$ cat config.mk
export PLATFORM = sky130hd
export DESIGN_NAME = uart_txq
export DESIGN_NICKNAME = d
export VERILOG_FILES = /design/src/rtl/uart_txq_pkg.sv /design/src/rtl/uart_txq_fifo.sv /design/src/rtl/uart_txq.sv
export SDC_FILE = /design/constraint.sdc
export NUM_CORES = 1
export LEC_CHECK = 0
export ABC_CLOCK_PERIOD_IN_PS = 3150
export CELL_PAD_IN_SITES_DETAIL_PLACEMENT = 0
export CELL_PAD_IN_SITES_GLOBAL_PLACEMENT = 1
export CORE_ASPECT_RATIO = 0.75
export CORE_MARGIN = 1
export CORE_UTILIZATION = 30
export DETAILED_ROUTE_END_ITERATION = 16
export HOLD_SLACK_MARGIN = 0.05
export PLACE_DENSITY_LB_ADDON = 0.1
export SYNTH_ARGS = -nofsm -noshare
export SYNTH_HDL_FRONTEND = slang
export SYNTH_SLANG_ARGS = --single-unit
$ cat constraint.sdc
create_clock -name clk -period 3.15 [get_ports clk]
set_input_delay 0.7875 -clock clk [delete_from_list [all_inputs] [get_ports clk]]
set_output_delay 0.7875 -clock clk [all_outputs]
set_load 0.03 [all_outputs]
$ cat src/rtl/uart_txq_pkg.sv
// Shared types and constants for the uart_txq transmit queue.
package uart_txq_pkg;

    localparam int DEF_DEPTH    = 16;
    localparam int DEF_BAUD_DIV = 16;
    localparam int FRAME_BITS   = 10;

    typedef enum logic [1:0] {
        IDLE,
        START,
        DATA,
        STOP
    } tx_state_e;

    typedef struct packed {
        logic       cen;
        logic       wr;
        logic [7:0] wdata;
    } bus_req_t;

endpackage

$ cat src/rtl/uart_txq_fifo.sv
// Byte FIFO for uart_txq; occupancy counter sized 0..DEPTH, pointers wrap modulo DEPTH.
module uart_txq_fifo
    import uart_txq_pkg::*;
#(
    parameter int DEPTH = DEF_DEPTH
) (
    input  logic                     clk,
    input  logic                     rstn,
    input  logic                     push,
    input  logic                     pop,
    input  logic [7:0]               wdata,
    output logic [7:0]               rdata,
    output logic                     full,
    output logic                     empty,
    output logic [$clog2(DEPTH):0]   level
);
    localparam int AW = $clog2(DEPTH);

    logic [7:0]    mem [DEPTH];
    logic [AW-1:0] wptr, rptr;
    logic          push_ok, pop_ok;

    assign full    = (level == (AW+1)'(DEPTH));
    assign empty   = (level == '0);
    assign push_ok = push & ~full;
    assign pop_ok  = pop & ~empty;
    assign rdata   = mem[rptr];

    always_ff @(posedge clk) begin
        if (push_ok)
            mem[wptr] <= wdata;
    end

    always_ff @(posedge clk) begin
        if (!rstn) begin
            wptr  <= '0;
            rptr  <= '0;
            level <= '0;
        end else begin
            if (push_ok) wptr <= wptr + AW'(1);
            if (pop_ok)  rptr <= rptr + AW'(1);
            level <= level + (AW+1)'(push_ok) - (AW+1)'(pop_ok);
        end
    end

endmodule

$ cat src/rtl/uart_txq.sv
// Write-only UART transmitter with a byte FIFO in front of an 8N1 serialiser.
// Optional macro UART_TXQ_SIM_PRINT_EN echoes each popped byte to the console.
module uart_txq
    import uart_txq_pkg::*;
#(
    parameter int DEPTH    = DEF_DEPTH,
    parameter int BAUD_DIV = DEF_BAUD_DIV
) (
    input  logic                     clk,
    input  logic                     rstn,
    input  logic                     cen,
    input  logic                     wr,
    input  logic [7:0]               wdata,
    output logic                     error,
    output logic                     txd,
    output logic                     busy,
    output logic [$clog2(DEPTH):0]   level
);
    localparam int CW = (BAUD_DIV > 2) ? $clog2(BAUD_DIV) : 1;

    bus_req_t  req;
    tx_state_e state;
    logic [CW-1:0] cnt;
    logic [2:0]    bit_idx;
    logic [7:0]    shreg;
    logic [7:0]    head;
    logic          full, empty, push, pop, bit_end;

    assign req     = '{cen: cen, wr: wr, wdata: wdata};
    assign error   = req.cen & (~req.wr | full);
    assign push    = req.cen & req.wr & ~full;
    assign bit_end = (cnt == CW'(BAUD_DIV - 1));
    // Pop decision looks only at pre-edge emptiness, so a byte written this cycle waits one edge.
    assign pop     = ~empty & ((state == IDLE) | ((state == STOP) & bit_end));
    assign busy    = (state != IDLE) | ~empty;

    uart_txq_fifo #(.DEPTH(DEPTH)) u_fifo (
        .clk   (clk),
        .rstn  (rstn),
        .push  (push),
        .pop   (pop),
        .wdata (req.wdata),
        .rdata (head),
        .full  (full),
        .empty (empty),
        .level (level)
    );

    always_ff @(posedge clk) begin
        if (!rstn) begin
            state   <= IDLE;
            cnt     <= '0;
            bit_idx <= '0;
            shreg   <= '0;
            txd     <= 1'b1;
        end else begin
            case (state)
                IDLE: begin
                    cnt <= '0;
                    txd <= 1'b1;
                    if (pop) begin
                        state <= START;
                        shreg <= head;
                        txd   <= 1'b0;
                    end
                end
                START: begin
                    if (bit_end) begin
                        cnt     <= '0;
                        bit_idx <= '0;
                        state   <= DATA;
                        txd     <= shreg[0];
                    end else begin
                        cnt <= cnt + CW'(1);
                    end
                end
                DATA: begin
                    if (bit_end) begin
                        cnt <= '0;
                        if (bit_idx == 3'd7) begin
                            state <= STOP;
                            txd   <= 1'b1;
                        end else begin
                            bit_idx <= bit_idx + 3'd1;
                            shreg   <= {1'b0, shreg[7:1]};
                            txd     <= shreg[1];
                        end
                    end else begin
                        cnt <= cnt + CW'(1);
                    end
                end
                STOP: begin
                    if (bit_end) begin
                        cnt <= '0;
                        if (pop) begin
                            state <= START;
                            shreg <= head;
                            txd   <= 1'b0;
                        end else begin
                            state <= IDLE;
                        end
                    end else begin
                        cnt <= cnt + CW'(1);
                    end
                end
                default: begin
                    state <= IDLE;
                    txd   <= 1'b1;
                end
            endcase
        end
    end

`ifdef UART_TXQ_SIM_PRINT_EN
    always_ff @(posedge clk) begin
        if (rstn && pop)
            $write("%c", head);
    end
`else
`endif

endmodule

==> results_tabular.tex, run 1 <==
\begin{tabular}{lr}
\hline
Metric & Value \\
\hline
\multicolumn{2}{l}{\textbf{Power and ir drop}} \\
Power spent charging and discharging nets & just under 2000 uW \\
P\_leak & roughly 0.0027 uW \\
Worst vdd ir & approximately 0.37 mV \\
Pwr Density & just under 800 nW/um\^{}2 \\
Power Internal & between 4000 and 5000 uW \\
Proportion of power drawn by the clock network & 0.322 \\
Part of the total power dissipated in sequential elements & 0.412 \\
Combinational Power Share & 0.266 \\
Net Sw Frac & 0.307 \\
\multicolumn{2}{l}{\textbf{Synth}} \\
Post-Syn Nets & between 400 and 500 \\
EDFF count, synth & about 130 \\
Count of synthesis-stage warnings from yosys & 0 \\
Top flip-flop cell by instance count after synthesis & sky130\_fd\_sc\_hd\_\_edfxtp\_1 \\
Synthesized instance count & approximately 420 \\
Avg Cell Area, Syn & 16.4 sq um \\
Netlist cell types & between 40 and 50 \\
Sequential-to-total area share from yosys stat & 0.669 \\
Async set-reset flop share out of synthesis & 0 \\
Post-Syn Area & just under 7000 sq um \\
Register bit count reported by yosys & between 150 and 200 \\
\multicolumn{2}{l}{\textbf{Floorplanning}} \\
Boundary pin count & 20 \\
Initial core utilization & 0.307 \\
Total die area & $\sim$23000 sq um \\
Chip Height & approximately 130 microns \\
Placement Rows & 47 \\
Horizontal extent of the die & approximately 180 microns \\
Area inside the core boundary & between 20000 and 25000 sq um \\
\multicolumn{2}{l}{\textbf{Timing}} \\
Unrepaired setup endpoints after global routing & false \\
Final hold violation count & 0 \\
Maximum clock skew at final layout & between 0.015 and 0.02 ns \\
Setup\_tns & 0 ns \\
Fmax & around 0.34 GHz \\
Pin slew with the least headroom to its limit & roughly 0.7 ns \\
Slew Viols, Final & 0 \\
Final period util & 0.936 \\
Worst relative slew slack & 0.531 \\
Final setup violation count & 0 \\
Hold Slack & 0.457 ns \\
Crit path time final & 2.95 ns \\
\multicolumn{2}{l}{\textbf{Routing}} \\
Number of vias in the routed layout & 3659 \\
Remaining routing DRC violations & 0 \\
Remaining antenna violation count after routing & 0 \\
Total length of routed wires & $\sim$15 mm \\
Number of iterations in the first detailed-routing pass & 4 \\
Initial drt markers & roughly 210 \\
Average wire per standard cell & just under 20 microns \\
Average via count per standard cell & 4.76 \\
\multicolumn{2}{l}{\textbf{Final layout}} \\
Net count, final & a little under 500 \\
Final instance area & slightly above 8000 sq um \\
Fraction of final layout cells sized beyond drive strength 1 & 0.202 \\
Final Core Density & 0.364 \\
Area growth from synthesis to final layout & 18.7\% \\
Ant diodes & 0 \\
\multicolumn{2}{l}{\textbf{Worst setup path}} \\
Capturing element type of the critical path & output port \\
Maximum single-stage delay on the critical path & $\sim$0.62 ns \\
Maximum net fanout on the critical path & 5 \\
Endpoint of the lowest-slack register-to-register path & u\_fifo.level[4] \\
Critical path required time & about 2.4 ns \\
Startpoint kind of the worst setup timing path & flip-flop \\
Crit-path slowest cell & sky130\_fd\_sc\_hd\_\_clkdlybuf4s50\_1 \\
Reg-to-reg slack, setup & about 0.43 ns \\
Worst Reg-to-Reg Cells & 12 \\
Category of the critical setup timing path & reg2out \\
Crit-path cells & inv\_1 -> ha\_1 -> nor4b\_4 -> nand2\_1 -> clkdlybuf4s50\_1 \\
Worst Path Arrival & around 2.2 ns \\
Start of the worst register-to-register path & u\_fifo.level[2] \\
\multicolumn{2}{l}{\textbf{Flow run}} \\
\# Max-Cap Violations & 0 \\
\multicolumn{2}{l}{\textbf{CTS}} \\
Clock tree from TritonCTS & done \\
Clock tree sinks & 163 \\
Clock transition at path regs & 0.07 ns \\
Postcts setup bufs & 0 \\
Clock buffers created by TritonCTS & 17 \\
Depth of the CTS H-tree & 4 \\
Clock Tree Root & sky130\_fd\_sc\_hd\_\_clkbuf\_16 \\
Clock network latency to the later pin of the worst-skew pair & around 0.43 ns \\
Hold buffers post-CTS & 0 \\
Clock Path Buffers & 2 \\
Resize count post-CTS & 0 \\
\multicolumn{2}{l}{\textbf{Worst hold path}} \\
Worst hold path type & reg2reg \\
Origin of the worst min-delay path & cnt[0] \\
End point of the most critical hold path & cnt[0] \\
Worst hold path cell count & 1 \\
\multicolumn{2}{l}{\textbf{Global route}} \\
Wire length of the first global-routing pass & between 20 and 25 mm \\
GRT Resource Usage Total & 0.139 \\
Largest net degree at the start of global routing & 23 \\
Via count of the first global-routing pass & approximately 3700 \\
Total gr overflow & 0 \\
Initial antenna violation count & 0 \\
\multicolumn{2}{l}{\textbf{Placement}} \\
Last weighted congestion value of the routability-driven placer & a little over 0.7 \\
Placed wire-length estimate & roughly 10 mm \\
Number of buffers added on ports & 19 \\
Placed instance area & 7490 sq um \\
\multicolumn{2}{l}{\textbf{Status}} \\
Run status & complete, no violations \\
\hline
\end{tabular}
-- metal layers --
metal | track usage | routed length [microns]
met3 | 0.0340 | 491
met5 | 0 | 0
met1 | 0.213 | 8130
met2 | 0.193 | 6460
met4 | 0.0391 | 159
-- Yosys cell counts, types with 2 or more instances --
cell type,number,share of area
sky130_fd_sc_hd__edfxtp_1,128,0.57
sky130_fd_sc_hd__dfxtp_1,35,0.10
sky130_fd_sc_hd__mux4_2,25,0.083
sky130_fd_sc_hd__a21oi_1,22,0.016
sky130_fd_sc_hd__ha_1,20,0.037
sky130_fd_sc_hd__nor2_1,19,0.011
sky130_fd_sc_hd__a22oi_1,16,0.018
sky130_fd_sc_hd__and2_1,14,0.013
sky130_fd_sc_hd__o21ai_0,14,0.010
sky130_fd_sc_hd__nor2b_1,13,0.012
sky130_fd_sc_hd__inv_1,12,0.0066
sky130_fd_sc_hd__nand2_1,12,0.0066
sky130_fd_sc_hd__buf_2,7,0.0052
sky130_fd_sc_hd__mux4_1,7,0.027
sky130_fd_sc_hd__clkbuf_1,6,0.0033
sky130_fd_sc_hd__xnor2_1,6,0.0077
sky130_fd_sc_hd__a21oi_2,5,0.0065
sky130_fd_sc_hd__mux2i_1,5,0.0074
sky130_fd_sc_hd__nor3_1,5,0.0037
sky130_fd_sc_hd__xor2_1,5,0.0065
sky130_fd_sc_hd__nand2b_1,4,0.0037
sky130_fd_sc_hd__a211oi_1,3,0.0033
sky130_fd_sc_hd__buf_6,3,0.0050
sky130_fd_sc_hd__nand4_1,3,0.0028
sky130_fd_sc_hd__a22o_1,2,0.0026
sky130_fd_sc_hd__and3_1,2,0.0018
sky130_fd_sc_hd__nand3_1,2,0.0015
-- worst max-delay path, delay by kind of cell, from the launching register on --
kind | cells | cell delay [ns]
buffers and inverters | 2 | 0.70
adder cells (fa/ha/maj) | 1 | 0.17
AND/OR/NAND/NOR | 2 | 0.54
flip-flops | 1 | 0.33
-- sequential cells by signal (all words and copies together) (netlist names), named ones only --
register / count
u_fifo.mem: 128
shreg: 8
u_fifo.level: 5
cnt: 4
u_fifo.rptr: 4
u_fifo.wptr: 4
bit_idx: 3
state: 2
txd: 1
-- worst max path at each step --
stage,from,endpoint,slack [ns],cells past startpoint
6_report,u_fifo.level[2],busy,0.20,5
3_3_place_gp,cen,error,0.21,3
5_1_grt,u_fifo.level[3],busy,0.06,5
3_5_place_dp,cen,error,0.23,3
4_1_cts,u_fifo.level[2],busy,0.15,5
2_1_floorplan,u_fifo.level[3],u_fifo.level[4],0.53,12
-- logic make-up (layout without fill, tap and decap cells) --
| kind of cell | Yosys count | in the layout | share of synthesized area |
|---|---|---|---|
| and+or+nand+nor | 82 | 82 | 0.0682 |
| AOI/OAI and AO/OA | 69 | 69 | 0.0654 |
| DFF | 163 | 163 | 0.669 |
| xor gates and xnor gates | 11 | 11 | 0.0142 |
| buffers and inverters | 31 | 91 | 0.0240 |
| adders and majority gates | 21 | 21 | 0.0398 |
| muxes | 38 | 38 | 0.119 |
-- power groups by stage --
stage | Combinational [uW] | Clock [uW] | Sequential (uW)
2_1_floorplan | 1190 | 0 | 2630
3_3_place_gp | 1690 | 0 | 2640
3_5_place_dp | 1710 | 0 | 2650
4_1_cts | 1710 | 2090 | 2600
5_1_grt | 1860 | 2180 | 2620
6_report | 1680 | 2030 | 2590
-- area by class of cell --
class                      instances  area (sq um)
tap                              294           368
clock buffer                      17           425
multi-input combinational        221          2080
sequential                       163          4550
timing repair buffer              48           445
fill                            2131         14100
inverter                          12          45.0
clock inverter                    14           144
-- cells in the final DEF (no fill, tap or decap), types with 3 or more instances in the layout --
cell type	Yosys	final
sky130_fd_sc_hd__nand4_1	3	3
sky130_fd_sc_hd__edfxtp_1	128	128
sky130_fd_sc_hd__inv_1	12	12
sky130_fd_sc_hd__nand2_1	12	12
sky130_fd_sc_hd__inv_6	0	6
sky130_fd_sc_hd__mux4_1	7	7
sky130_fd_sc_hd__nand2b_1	4	4
sky130_fd_sc_hd__xor2_1	5	5
sky130_fd_sc_hd__buf_4	1	26
sky130_fd_sc_hd__a211oi_1	3	3
sky130_fd_sc_hd__xnor2_1	6	6
sky130_fd_sc_hd__nor2_1	19	19
sky130_fd_sc_hd__inv_8	0	3
sky130_fd_sc_hd__ha_1	20	20
sky130_fd_sc_hd__dfxtp_1	35	34
sky130_fd_sc_hd__mux4_2	25	25
sky130_fd_sc_hd__a22oi_1	16	16
sky130_fd_sc_hd__mux2i_1	5	5
sky130_fd_sc_hd__clkbuf_16	0	17
sky130_fd_sc_hd__clkdlybuf4s50_1	0	19
sky130_fd_sc_hd__nor3_1	5	5
sky130_fd_sc_hd__and2_1	14	14
sky130_fd_sc_hd__buf_12	0	3
sky130_fd_sc_hd__nor2b_1	13	13
sky130_fd_sc_hd__a21oi_2	5	5
sky130_fd_sc_hd__o21ai_0	14	14
sky130_fd_sc_hd__clkinvlp_4	0	3
sky130_fd_sc_hd__a21oi_1	22	22
-- stage by stage --
stage / setup WS [ns] / std cells / total power [uW]
2_1_floorplan: 0.527 / 415 / 3820
3_3_place_gp: 0.209 / 738 / 4330
3_5_place_dp: 0.235 / 738 / 4360
4_1_cts: 0.153 / 769 / 6410
5_1_grt: 0.0584 / 769 / 6650
6_report: 0.203 / 769 / 6300
(Power assumes the default switching activity.)
==> run 2: changes to the inputs <==
- MAX_ROUTING_LAYER: not set -> met4
- SLEW_MARGIN: not set -> 20
==> results_tabular.tex, run 2 (synthesis results as in run 1) <==
\begin{tabular}{lr}
\hline
Metric & Value \\
\hline
\multicolumn{2}{l}{\textbf{Placement}} \\
Placed wire-length estimate & 10.3 mm (unchanged) \\
Last weighted congestion value of the routability-driven placer & 0.723 (was 0.715) \\
Minimum setup slack after placement & 0.235 ns (unchanged) \\
Number of buffers added on ports & 19 (unchanged) \\
Placed cell count & 738 (unchanged) \\
\multicolumn{2}{l}{\textbf{Floorplanning}} \\
Boundary pin count & 20 (unchanged) \\
Total die area & 23200 sq um (unchanged) \\
Placement Rows & 47 (unchanged) \\
Horizontal extent of the die & 176 microns (unchanged) \\
Initial core utilization & 0.307 (unchanged) \\
Chip Height & 132 microns (unchanged) \\
Area inside the core boundary & 22100 sq um (unchanged) \\
\multicolumn{2}{l}{\textbf{Timing}} \\
Final period util & 0.934 (was 0.936) \\
Min setup slack post-route & 0.206 ns (was 0.203 ns) \\
Pin slew with the least headroom to its limit & 0.711 ns (was 0.701 ns) \\
Setup\_tns & 0 ns (unchanged) \\
Maximum clock skew at final layout & 0.0103 ns (was 0.0150 ns) \\
Unrepaired setup endpoints after global routing & false (unchanged) \\
Final hold violation count & 0 (unchanged) \\
Crit path time final & 2.94 ns (was 2.95 ns) \\
Slew Viols, Final & 0 (unchanged) \\
Final setup violation count & 0 (unchanged) \\
Fmax & 0.340 GHz (was 0.339 GHz) \\
Worst relative slew slack & 0.525 (was 0.531) \\
\multicolumn{2}{l}{\textbf{CTS}} \\
Depth of the CTS H-tree & 4 (unchanged) \\
Clock Path Buffers & 2 (unchanged) \\
Clock tree sinks & 163 (unchanged) \\
Clock transition at path regs & 0.07 ns (about the same) \\
Clock network latency to the later pin of the worst-skew pair & 0.43 ns (about the same) \\
Clock buffers created by TritonCTS & 17 (unchanged) \\
Resize count post-CTS & 0 (unchanged) \\
Postcts setup bufs & 0 (unchanged) \\
Hold buffers post-CTS & 0 (unchanged) \\
Clock tree from TritonCTS & done (unchanged) \\
Clock Tree Root & sky130\_fd\_sc\_hd\_\_clkbuf\_16 (unchanged) \\
\multicolumn{2}{l}{\textbf{Final layout}} \\
Leading cell types in the layout, fill and taps excluded & 128 x sky130\_fd\_sc\_hd\_\_edfxtp\_1, 34 x sky130\_fd\_sc\_hd\_\_dfxtp\_1, 26 x sky130\_fd\_sc\_hd\_\_buf\_4 (unchanged) \\
Area growth from synthesis to final layout & 18.7\% (unchanged) \\
Flip-flop count of the largest register after layout & 128 (unchanged) \\
Count of non-filler cells in the finished layout & 769 (unchanged) \\
Ant diodes & 0 (unchanged) \\
Fraction of final layout cells sized beyond drive strength 1 & 0.202 (unchanged) \\
Top Registers & u\_fifo.mem x128, shreg x8, u\_fifo.level x5 (unchanged) \\
Final Core Density & 0.364 (unchanged) \\
Net count, final & 496 (unchanged) \\
Register bank with the most flops & u\_fifo.mem (unchanged) \\
Leading cell type in the layout, fill and taps excluded & sky130\_fd\_sc\_hd\_\_edfxtp\_1 (unchanged) \\
\multicolumn{2}{l}{\textbf{Routing}} \\
Average wire per standard cell & 19.9 microns (was 19.8 microns) \\
Average via count per standard cell & 4.76 (about the same) \\
Number of iterations in the first detailed-routing pass & 4 (unchanged) \\
Remaining antenna violation count after routing & 0 (unchanged) \\
Remaining routing DRC violations & 0 (unchanged) \\
Total length of routed wires & 15.3 mm (was 15.2 mm) \\
Initial drt markers & 216 (was 213) \\
Number of vias in the routed layout & 3657 (was 3659) \\
\multicolumn{2}{l}{\textbf{Global route}} \\
Wire length of the first global-routing pass & 23.1 mm (about the same) \\
Via count of the first global-routing pass & 3703 (was 3713) \\
GRT Resource Usage Total & 0.144 (was 0.139) \\
Total gr overflow & 0 (unchanged) \\
Largest net degree at the start of global routing & 23 (unchanged) \\
Initial antenna violation count & 0 (unchanged) \\
\multicolumn{2}{l}{\textbf{Power and ir drop}} \\
Worst vdd ir & 0.365 mV (was 0.367 mV) \\
Pwr Density & 783 nW/um\^{}2 (was 782 nW/um\^{}2) \\
Total power draw & 6310 uW (was 6300 uW) \\
P\_leak & 0.00269 uW (unchanged) \\
\multicolumn{2}{l}{\textbf{Worst setup path}} \\
Maximum net fanout on the critical path & 5 (unchanged) \\
Capturing element type of the critical path & output port (unchanged) \\
Buf/Inv on CP & 2 (unchanged) \\
Critical path required time & 2.36 ns (about the same) \\
Crit-path slowest cell & sky130\_fd\_sc\_hd\_\_clkdlybuf4s50\_1 (unchanged) \\
Startpoint kind of the worst setup timing path & flip-flop (unchanged) \\
Category of the critical setup timing path & reg2out (unchanged) \\
Worst path top cell family by delay & buffers and inverters (unchanged) \\
Worst Path Arrival & 2.16 ns (about the same) \\
Crit-path cells & inv\_1 -> ha\_1 -> nor4b\_4 -> nand2\_1 -> clkdlybuf4s50\_1 (unchanged) \\
Maximum single-stage delay on the critical path & 0.62 ns (about the same) \\
\multicolumn{2}{l}{\textbf{Worst hold path}} \\
Worst hold path type & reg2reg (unchanged) \\
\multicolumn{2}{l}{\textbf{Status}} \\
Run status & complete, no violations (unchanged) \\
\multicolumn{2}{l}{\textbf{Flow run}} \\
\# Max-Cap Violations & 0 (unchanged) \\
\hline
\end{tabular}
run 2: cell counts in the layout (fill, tap and decap cells not counted):
Identical to the previous run, type by type.
run 2: final timing paths:
path,startpoint,end,slack (ns),depth (start not counted)
worst max-delay path,u_fifo.level[2],busy,0.21,5
worst min-delay path,cnt[0],cnt[0],0.46,1
worst max register to register,u_fifo.level[2],u_fifo.level[4],0.43,12
worst min register to register,cnt[0],cnt[0],0.46,1
run 2: report_power, final:
group,total [uW],internal [uW],switching (uW)
registers,2590,2450,143
clock network,2030,1110,917
logic,1680,801,882
run 2: routing by layer:
layer | part of all wire | wire length [microns] | up-vias | GRT usage
li1 | - | - | 1700 | -
met1 | 0.54 | 8280 | 1911 | 0.213
met2 | 0.42 | 6450 | 33 | 0.192
met3 | 0.027 | 414 | 13 | 0.0358
met4 | 0.0099 | 152 | 0 | 0.0377
met5 | 0 | 0 | - | -
run 2: worst register-to-register path, cell delays in order, from the launching register on:
cell	delay [ns]
sky130_fd_sc_hd__dfxtp_1	0.33
sky130_fd_sc_hd__inv_1	0.08
sky130_fd_sc_hd__ha_1	0.17
sky130_fd_sc_hd__nor4b_4	0.38
sky130_fd_sc_hd__a21oi_2	0.10
sky130_fd_sc_hd__ha_1	0.30
sky130_fd_sc_hd__inv_1	0.04
sky130_fd_sc_hd__ha_1	0.22
sky130_fd_sc_hd__fa_1	0.43
sky130_fd_sc_hd__a21oi_1	0.18
sky130_fd_sc_hd__nor2_1	0.06
sky130_fd_sc_hd__nor3_1	0.15
sky130_fd_sc_hd__and3b_1	0.19
run 2: cell type report:
class,instances,area (sq um)
clock buffer,17,425
clock inverter,14,144
fill,2131,14100
inverter,12,45.0
multi-input combinational,221,2080
sequential,163,4550
tap,294,368
timing repair buffer,48,445
run 2: metrics by stage:
step	hold slack, ns	cell area [sq um]
floorplan	0.418	6790
global placement	0.434	7490
detailed placement	0.448	7490
CTS	0.459	8060
global route	0.483	8060
finish	0.458	8060
==> run 3: changes to the inputs <==
- HOLD_SLACK_MARGIN: 0.05 -> not set
==> results of run 3 <==
Final layout, timing and power as in run 2 (identical DEF).
